<file path="src/rtl/ram_arbiter_pkg.sv">
// rtl/ram_arbiter_pkg.sv - shared types and constants for the RAM arbiter
package ram_arbiter_pkg;

   typedef enum logic [1:0] {
      IDLE   = 2'd0,
      ACCESS = 2'd1,
      RESP   = 2'd2
   } arb_state_e;

   localparam logic RW_READ  = 1'b1;
   localparam logic RW_WRITE = 1'b0;

endpackage

</file>
<file path="src/rtl/ram_arbiter_rr_pick2.sv">
// rtl/ram_arbiter_rr_pick2.sv - combinational two-way requester picker
module ram_arbiter_rr_pick2
   import ram_arbiter_pkg::*;
(
   input  logic req0,
   input  logic req1,
   input  logic last_grant,
   input  logic rr_mode,
   output logic winner,
   output logic any_req
);

   // A lone request wins; a tie goes to the other side in round-robin mode, else to requester 0
   always_comb begin
      any_req = req0 | req1;
      winner  = 1'b0;
      if (req0 && req1) begin
         winner = rr_mode ? ~last_grant : 1'b0;
      end else if (req1) begin
         winner = 1'b1;
      end
   end

endmodule

</file>
<file path="src/rtl/ram_arbiter.sv">
// rtl/ram_arbiter.sv - serialises two requesters onto one single-port synchronous RAM
module ram_arbiter
   import ram_arbiter_pkg::*;
#(
   parameter int DATA_W = 8,
   parameter int ADDR_W = 8,
   parameter int RR     = 1
) (
   input  logic              clk,
   input  logic              resetN,
   input  logic              req0,
   input  logic              rwN0,
   input  logic [ADDR_W-1:0] addr0,
   input  logic [DATA_W-1:0] wdata0,
   output logic              gnt0,
   output logic              rvalid0,
   output logic [DATA_W-1:0] rdata0,
   input  logic              req1,
   input  logic              rwN1,
   input  logic [ADDR_W-1:0] addr1,
   input  logic [DATA_W-1:0] wdata1,
   output logic              gnt1,
   output logic              rvalid1,
   output logic [DATA_W-1:0] rdata1,
   output logic              ram_readWriteN,
   output logic [ADDR_W-1:0] ram_address,
   output logic [DATA_W-1:0] ram_data_out,
   input  logic [DATA_W-1:0] ram_data_in,
   output logic              busy
);

   arb_state_e        state_q, state_d;
   logic              last_grant_q, last_grant_d;
   logic              gnt0_q, gnt0_d, gnt1_q, gnt1_d;
   logic              rvalid0_q, rvalid0_d, rvalid1_q, rvalid1_d;
   logic [DATA_W-1:0] rdata0_q, rdata0_d, rdata1_q, rdata1_d;
   logic              ram_rwn_q, ram_rwn_d;
   logic [ADDR_W-1:0] ram_addr_q, ram_addr_d;
   logic [DATA_W-1:0] ram_dout_q, ram_dout_d;
   logic              busy_q, busy_d;
   logic              winner;
   logic              any_req;

   ram_arbiter_rr_pick2 u_pick (
      .req0       (req0),
      .req1       (req1),
      .last_grant (last_grant_q),
      .rr_mode    (RR != 0),
      .winner     (winner),
      .any_req    (any_req)
   );

   // State and output registers; last_grant also identifies the owner of the transaction in flight
   always_ff @(posedge clk) begin
      if (!resetN) begin
         state_q      <= IDLE;
         last_grant_q <= 1'b1;
         gnt0_q       <= 1'b0;
         gnt1_q       <= 1'b0;
         rvalid0_q    <= 1'b0;
         rvalid1_q    <= 1'b0;
         rdata0_q     <= '0;
         rdata1_q     <= '0;
         ram_rwn_q    <= RW_READ;
         ram_addr_q   <= '0;
         ram_dout_q   <= '0;
         busy_q       <= 1'b0;
      end else begin
         state_q      <= state_d;
         last_grant_q <= last_grant_d;
         gnt0_q       <= gnt0_d;
         gnt1_q       <= gnt1_d;
         rvalid0_q    <= rvalid0_d;
         rvalid1_q    <= rvalid1_d;
         rdata0_q     <= rdata0_d;
         rdata1_q     <= rdata1_d;
         ram_rwn_q    <= ram_rwn_d;
         ram_addr_q   <= ram_addr_d;
         ram_dout_q   <= ram_dout_d;
         busy_q       <= busy_d;
      end
   end

   // Next-state and next-output logic: grants and read-valids are single-cycle pulses
   always_comb begin
      state_d      = state_q;
      last_grant_d = last_grant_q;
      gnt0_d       = 1'b0;
      gnt1_d       = 1'b0;
      rvalid0_d    = 1'b0;
      rvalid1_d    = 1'b0;
      rdata0_d     = rdata0_q;
      rdata1_d     = rdata1_q;
      ram_rwn_d    = ram_rwn_q;
      ram_addr_d   = ram_addr_q;
      ram_dout_d   = ram_dout_q;
      busy_d       = busy_q;
      case (state_q)
         IDLE: begin
            if (any_req) begin
               ram_addr_d   = winner ? addr1  : addr0;
               ram_rwn_d    = winner ? rwN1   : rwN0;
               ram_dout_d   = winner ? wdata1 : wdata0;
               gnt0_d       = ~winner;
               gnt1_d       = winner;
               last_grant_d = winner;
               busy_d       = 1'b1;
               state_d      = ACCESS;
            end
         end
         ACCESS: begin
            // The RAM samples address/mode/data at the edge that closes this state
            ram_rwn_d = RW_READ;
            if (ram_rwn_q == RW_READ) begin
               state_d = RESP;
            end else begin
               busy_d  = 1'b0;
               state_d = IDLE;
            end
         end
         RESP: begin
            if (last_grant_q) begin
               rdata1_d  = ram_data_in;
               rvalid1_d = 1'b1;
            end else begin
               rdata0_d  = ram_data_in;
               rvalid0_d = 1'b1;
            end
            busy_d  = 1'b0;
            state_d = IDLE;
         end
         default: begin
            busy_d  = 1'b0;
            state_d = IDLE;
         end
      endcase
   end

   assign gnt0           = gnt0_q;
   assign gnt1           = gnt1_q;
   assign rvalid0        = rvalid0_q;
   assign rvalid1        = rvalid1_q;
   assign rdata0         = rdata0_q;
   assign rdata1         = rdata1_q;
   assign ram_readWriteN = ram_rwn_q;
   assign ram_address    = ram_addr_q;
   assign ram_data_out   = ram_dout_q;
   assign busy           = busy_q;

endmodule

</file>
<file path="config.mk">
export PLATFORM = sky130hd
export DESIGN_NAME = ram_arbiter
export DESIGN_NICKNAME = d
export VERILOG_FILES = /design/src/rtl/ram_arbiter_pkg.sv /design/src/rtl/ram_arbiter_rr_pick2.sv /design/src/rtl/ram_arbiter.sv
export SDC_FILE = /design/constraint.sdc
export NUM_CORES = 1
export LEC_CHECK = 0
export CAP_MARGIN = 20
export CORE_UTILIZATION = 30
export CTS_CLUSTER_SIZE = 40
export DETAILED_ROUTE_END_ITERATION = 10
export PLACE_DENSITY_LB_ADDON = 0.2
export SLEW_MARGIN = 20
export SYNTH_ARGS = -nofsm -noshare
export SYNTH_HDL_FRONTEND = slang
export SYNTH_HIERARCHICAL = 1
export SYNTH_SLANG_ARGS = --single-unit
</file>
<file path="constraint.sdc">
create_clock -name clk -period 1.3 [get_ports clk]
set_input_delay 0.13 -clock clk [delete_from_list [all_inputs] [get_ports clk]]
set_output_delay 0.13 -clock clk [all_outputs]
set_load 0.05 [all_outputs]
</file>
# == After elaboration in Yosys (flattened, before gate mapping) ==
# Index checks and enable logic that the tools add are counted.
# totals
ff_bits,41
wordCells,44
inputBits,46
out_inout_bits,38
# op_classes
bitwise,3
muxes,15
reduce_logical,10
eq_ne,4
# ops
op,count
8-bit 2-to-1 mux,2
2-bit AND reduction,6
1-bit 2-to-1 mux,8
2-bit 2-to-1 mux,2
2-bit inequality test (second input constant),2
1-bit one-hot mux with 2 select lines,2
2-bit one-hot mux with 2 select lines,1
3-bit AND reduction,1
2-bit by 1-bit equality test with 1-bit output (second input constant),1
2-bit equality test (second input constant),1
2-bit zero test,1
1-bit inverter,2
2-bit nonzero test,1
1-bit logical AND,1
1-bit OR,1

# == Logic depth before layout (Yosys ltp) ==
# Gate-level depths: netlist of run 1.
# logic_depth
word_depth,5
mapped_depth,5
mapped_depth_nobuf,4

# == By module ==
# Netlist of run 1, hierarchy kept.
# by_module_without_submodules
module,seq_area_each_um2,n_inst,cells_per_inst,area_each_um2
ram_arbiter,820.8,1,163,1616.6
ram_arbiter_rr_pick2,0.0,1,3,20.0

# == Worst setup path after synthesis of run 1 ==
# Ideal clock, no wire load.
# synth_path
kind,reg-to-reg
startpoint,reg last_grant_q
endpoint,reg ram_addr_q[0] (netlist: ram_address[0])
synth_period_minus_slack_ns,1.264
required_ns,1.170
arrival_time_ns,1.134
path_slack_ns,0.036
setup_time_ns,0.130
n_path_buf,1
path_stages_with_launch,6
path_cell_list,dfxtp_1 nand2b_1 a21boi_1 buf_2 mux2i_1 o22ai_1
# synth_via
elab_chain_cells,3
# synth_rtl
element,line_no,source
from (decl),ram_arbiter.sv:33,"logic last_grant_q, last_grant_d;"
from (signal assigned),ram_arbiter.sv:70,last_grant_q <= last_grant_d;
1-bit inverter (no line),n/a,
1-bit 2-to-1 mux,ram_arbiter_rr_pick2.sv:17,if (req0 && req1) begin
net winner,ram_arbiter.sv:41,logic winner;
8-bit 2-to-1 mux,ram_arbiter.sv:101,ram_addr_d = winner ? addr1 : addr0;
to (signal assigned),ram_arbiter.sv:78,ram_addr_q <= ram_addr_d;
to (decl),ram_arbiter.sv:38,"logic [ADDR_W-1:0] ram_addr_q, ram_addr_d;"
# The timed path passes the listed nets, and every way through them passes these cells.
# A chain may end at the register's enable or synchronous reset.

# == Worst setup path in the final report of run 1 ==
# layout_path
startpoint,reg last_grant_q
endpoint,reg ram_dout_q[2] (netlist: ram_data_out[2])
# layout_via
elab_chain_cells,3
# layout_rtl
element,line_no,source
1-bit inverter (no line),n/a,
1-bit 2-to-1 mux,ram_arbiter_rr_pick2.sv:17,
net winner,ram_arbiter.sv:41,
8-bit 2-to-1 mux,ram_arbiter.sv:103,ram_dout_d = winner ? wdata1 : wdata0;
to (signal assigned),ram_arbiter.sv:79,ram_dout_q <= ram_dout_d;
to (decl),ram_arbiter.sv:39,"logic [DATA_W-1:0] ram_dout_q, ram_dout_d;"
# The timed path passes the listed nets, and every way through them passes these cells.

==> run metrics, run 1 <==
global-route total usage across every layer 0.1616; crit path kind flop to flop; Core ar. roughly 0.0052 mm2; overall routed net length around 4.3 mm; HP Start ram_data_in[3]; highest-count cells in the layout ignoring fill and taps clkdlybuf4s50_1, nand2_1, dfxtp_1, buf_12, mux2i_1; storage element area 822.0 um2; Routed Antenna Nets 0; Max VDD drop ~0.63 mV; overflow left after global routing 0; clk_skew between 0.008 and 0.009 ns; overall power after layout around 3500 uW; fraction of layout cells with a size suffix above 1 0.2786; post-route setup TNS -0.004311 ns; vias per cell 4.512; Crit-path slowest cell dfxtp_2; area taken by multi-input logic gates roughly 760 um2; Power Density approximately 1100 mW/mm2; Critical Path Source Type flop; worst setup path start last_grant_q; fraction of the cycle the final worst path needs 1.003; clock root buffer clkbuf_8; Max Root-Sink Buffers 2; Largest stage delay, worst path 0.33 ns; wire per inst about 13 um; post-synthesis register bit count 41; layout overhead on the synthesized area 94.65%; total half-perimeter wirelength after legalization and detailed placement approximately 3.1 mm; number of distinct library cell variants in the gate-level netlist after synthesis 24; via count of the first global-routing pass roughly 1,500; peak fanout along the critical path 5; final net count slightly above 300; detailed-routing iteration count for the pre-antenna-repair pass 4; number of buffers created by CTS 5; result of the run finished, violations left; leading cell type in the layout, fill and taps excluded clkdlybuf4s50_1; clock sinks slightly above 40; later-pin clock latency in the skew report ~0.29 ns; family with the most delay on the worst path flip-flops; vias post-DR roughly 1,500; Boundary Pins 84; filler cell count in the final layout roughly 450; final worst slack -0.004311 ns; count of maximum capacitance violations 0; fin crit period 1.304 ns; Chip Width 75.86 um; RSZ-0062 raised after global routing true; total setup violations reported at the end of the flow 1; final estimated routing congestion in global placement just under 0.8; critical path, cell by cell nand2b_4 -> a21boi_2 -> buf_6 -> buf_12 -> mux2i_2 -> o22ai_1; die area 0.005755 mm2; quantity of I/O buffers inserted on ports 83; required time at the endpoint of the critical path about 1.5 ns; failing checks setup timing; worst slack at placement -0.1935 ns; standby leakage power ~0.0013 uW; fmax between 700 and 800 MHz; overall die height around 76 um; initial cell density of the core 0.3164; worst r2r src last_grant_q; count of routing violations after the opening detailed-route iteration 25; count of final hold-check violations 0; largest net degree at the start of global routing 26; sequential area share after synthesis 0.5015; total number of placement rows 26; clk slew on worst S/H paths roughly 0.080 ns; Bufs and invs on worst path 2; initial antenna violation count 0; worst reg2reg setup slack -0.004 ns; Antenna diodes 0; Mapped Area approximately 0.0016 mm2; H-tree level count 2; Post-Synthesis Mean Instance Area approximately 10 um2; global-route wire length before repair approximately 6.8 mm; category of the worst setup path capture point flop; Slew Limit Fails 0; number of instances in the synthesized netlist 166; net count after synthesis about 210; worst hold-check path type input pin to flop; TritonCTS clock tree yes; critical path arrival roughly 1.5 ns; Syn. warnings 6; number of remaining DRC errors 0
[metal layers]
layer / track usage / wire length [um]
met2: 0.2724 / 2022
met5: 0 / 0
met4: 0.04321 / 38
met3: 0.07937 / 380
met1: 0.1814 / 1811
[cell families (layout without fill, tap and decap cells)]
family / after synthesis / count (layout) / synth area share
other cells: 1 / 1 / 0.002291
flops: 41 / 41 / 0.5015
buf+inv: 15 / 111 / 0.05504
simple gates: 54 / 54 / 0.1499
mux: 33 / 33 / 0.2018
compound gates: 22 / 22 / 0.08945
[per-stage QoR]
| step | utilization | hold slack [ns] | cell area (um2) | cells |
|---|---|---|---|---|
| 4_1_cts | 0.6190 | 0.4129 | 3202 | 333 |
| 5_1_grt | 0.6159 | 0.4285 | 3186 | 332 |
| 6_report | 0.6159 | 0.4222 | 3186 | 332 |
| 3_3_place_gp | 0.5776 | 0.4826 | 2988 | 320 |
| 2_1_floorplan | - | 0.2915 | 1637 | 166 |
| 3_5_place_dp | 0.5776 | 0.4884 | 2988 | 320 |
[power by group]
group | total (uW) | internal (uW) | leakage (uW) | switching (uW)
combinational | 1040 | 559 | 0.000898 | 476
clock | 1050 | 624 | 0.0000574 | 427
sequential | 1430 | 1340 | 0.000335 | 91.4
total | 3520 | 2520 | 0.00129 | 995
[worst paths after layout]
kind	endpoint	depth (start not counted)
worst min-delay path	rdata1[3]	3
worst min register to register	rdata1[0]	2
worst max register to register	ram_data_out[2]	6
worst max-delay path	ram_data_out[2]	6
[layout make-up]
type | instances | area share
well taps | 70 | 0.02749
inverters | 3 | 0.003535
flip-flops and latches | 41 | 0.2581
clock inverters | 2 | 0.01178
clock buffers | 6 | 0.02592
repair buffers | 100 | 0.4356
multi-input cells | 110 | 0.2376
[flip-flops by register name, summed over array words and instances, names as in the netlist, 2 cells and up]
register / count
ram_address: 8
ram_data_out: 8
rdata0: 8
rdata1: 8
state_q: 2
[cell usage after synthesis]
cell type  count  area [um2]
inv_1          2       7.510
o21bai_1       2       15.01
mux2i_1       33       330.3
nand4bb_1      1       11.26
nand2b_1       2       12.51
inv_2          1       3.750
dfxtp_1       41       820.8
nand2_1       42       157.7
nor3b_1        1       7.510
nor3b_4        1       18.77
o32a_1         1       10.01
buf_6          2       22.52
nor2_1         3       11.26
or2_1          1       6.260
and2_1         2       12.51
nand3b_1       1       7.510
a21oi_1        1       5.000
o22ai_1       16       100.1
a21boi_1       1       7.510
conb_1         1       3.750
buf_2          6       30.03
clkbuf_1       1       3.750
buf_4          3       22.52
a32oi_1        1       8.760
[tightest hold or removal path, stage by stage]
cell	delay [ns]
clkdlybuf4s50_1	0.39
nand2_1	0.07
mux2i_1	0.06
[timing repair]
action	4_1_cts	5_1_grt
endpoints found under the setup margin	5	15
pin swaps	6	3
hold buffers	0	0
cloned	2	0
resized for setup	6	3
setup buffers	3	0
No activity file was read; power rests on OpenSTA's default activity.
==> run 2, diff against run 1 <==
Settings changed: CTS_CLUSTER_SIZE 40 to 8.
==> results of run 2 <==
No change in the layout: final DEF, timing and power equal those of run 1.
==> run 3, diff against run 2 <==
Settings changed: HOLD_SLACK_MARGIN from default to 0.03, SETUP_SLACK_MARGIN from default to 0.5.
==> run metrics, run 3 (synthesis gave the netlist of run 1 again) <==
worst hold-check path type input pin to flop; FF-to-FF End ram_data_out[5]; later-pin clock latency in the skew report 0.28 ns (about the same); quantity of I/O buffers inserted on ports 83 (unchanged); Finished Cell Area 0.003343 mm2 (+4.9%); largest net degree at the start of global routing 21 (-19%); initial antenna violation count 0 (unchanged); total half-perimeter wirelength after legalization and detailed placement 3.138 mm (+2.7%); fraction of the cycle the final worst path needs 0.9676 (-0.03572); global-route total usage across every layer 0.1613 (-0.0002776); overflow left after global routing 0 (unchanged); worst r2r src last_grant_q; via count of the first global-routing pass 1,491 (+0.81%); filler cell count in the final layout 392 (-13%); critical path, cell by cell nand2b_4 -> a21boi_4 -> buf_12 -> mux2i_1 -> o22ai_1; H-tree level count 2 (unchanged); final worst slack 0.04213 ns (+0.04644 ns); total setup violations reported at the end of the flow 0 (-1); clock sinks 41 (unchanged); Chip Width 75.86 um (unchanged); die area 0.005755 mm2 (unchanged); count of cells along the worst register-to-register path 5 (-1); hold buffer count at CTS 0 (unchanged); overall power after layout 3385 uW (-3.8%); Bufs and invs on worst path 1 (-1); final net count 316 (+2.9%); TritonCTS clock tree yes; Boundary Pins 84 (unchanged); Power Density 1012 mW/mm2 (-8.3%); Largest stage delay, worst path 0.32 ns (about the same); Max VDD drop 0.5019 mV (-20%); clock root buffer clkbuf_8; count of maximum capacitance violations 0 (unchanged); Critical Path Source Type flop; count of final hold-check violations 0 (unchanged); final hold slack 0.3314 ns (-0.09079 ns); endpoint of the most critical setup path ram_data_out[5]; peak fanout along the critical path 20 (+15); global-route wire length before repair 6.893 mm (+1.4%); vias post-DR 1,513 (+1.0%); category of the worst setup path capture point flop; highest-count cells in the layout ignoring fill and taps nand2_1, clkdlybuf4s50_1, buf_12; overall die height 75.86 um (unchanged); clk slew on worst S/H paths 0.08 ns (about the same); count of routing violations after the opening detailed-route iteration 28 (+12%); critical path arrival 1.43 ns (-0.05 ns); number of remaining DRC errors 0 (unchanged); Slew Limit Fails 0 (unchanged); worst setup path start last_grant_q; fmax 795.0 MHz (+3.7%); area taken by multi-input logic gates 795.8 um2 (+5.1%); required time at the endpoint of the critical path 1.47 ns (about the same); total number of placement rows 26 (unchanged); result of the run finished clean; crit path kind flop to flop; wire per inst 12.69 um (-0.94%); Core ar. 0.005172 mm2 (unchanged); clk_skew 0.009744 ns (+0.001592 ns); vias per cell 4.437 (-1.7%); fin crit period 1.258 ns (-0.04644 ns); number of buffers created by CTS 5 (unchanged); post-route setup TNS 0 ns (+0.004311 ns); worst reg2reg setup slack 0.04 ns (+0.05 ns); Max Root-Sink Buffers 2 (unchanged); fraction of layout cells with a size suffix above 1 0.4613 (+0.1826); overall routed net length 4.326 mm (+1.7%); layout overhead on the synthesized area 104.3%; detailed-routing iteration count for the pre-antenna-repair pass 4 (unchanged); Antenna diodes 0 (unchanged); family with the most delay on the worst path flip-flops; standby leakage power 0.001384 uW (+7.2%); final estimated routing congestion in global placement 0.7089 (-8.4%); depth of the critical timing path with buffers and inverters included 5 (-1); Placed Instance Area 0.003003 mm2 (+0.50%); worst slack at placement -0.1794 ns (+0.01406 ns); Routed Antenna Nets 0 (unchanged); storage element area 889.6 um2 (+8.2%); initial cell density of the core 0.3164 (unchanged); RSZ-0062 raised after global routing true; Crit-path slowest cell dfxtp_2
[run 3: area by class of cell]
cell class              count  share of cell area
repair buffers            109              0.4368
inverters                   3            0.004117
clock buffers               6             0.02470
flip-flops and latches     41              0.2661
well taps                  70             0.02620
clock inverters             2            0.004117
multi-input cells         110              0.2380
[run 3: power by group]
part	switching (uW)	internal [uW]	total (uW)	leakage [uW]
Clock	427	430	857	0.0000512
Combinational	491	594	1080	0.000979
Sequential	91.0	1350	1440	0.000353
[run 3: worst min-delay path by stage]
stage	from	endpoint	slack [ns]	cells after the start
floorplan	ram_data_in[0]	rdata1[0]	0.29	2
global placement	ram_readWriteN	state_q[1]	0.47	2
detailed placement	ram_readWriteN	state_q[1]	0.48	2
CTS	ram_data_in[5]	rdata1[5]	0.41	3
global route	resetN	state_q[0]	0.34	4
finish	resetN	state_q[0]	0.33	4
[run 3: timing repair]
item                       in CTS  in global routing
pin swaps                       4                  5
cloned                          1                  0
setup endpoints to repair      79                 79
buffers inserted                8                  2
resized for setup              53                 15
[run 3: tightest hold or removal path, cell delays in order]
cell	delay, ns
dlymetal6s2s_1	0.19
nand4bb_4	0.14
buf_6	0.10
inv_4	0.03
[run 3: routing by layer]
| metal | part of all wire | up-vias | track usage |
|---|---|---|---|
| met5 | 0 | - | 0 |
| met4 | 0.0055 | 0 | 0.03704 |
| met3 | 0.089 | 2 | 0.07672 |
| met2 | 0.49 | 60 | 0.2645 |
| met1 | 0.42 | 673 | 0.1911 |
| li1 | - | 778 | - |
[run 3: stage by stage]
stage	cells	utilization
6_report	341	0.6463
3_3_place_gp	322	0.5806
5_1_grt	341	0.6463
3_5_place_dp	322	0.5806
4_1_cts	339	0.6345
2_1_floorplan	166	-
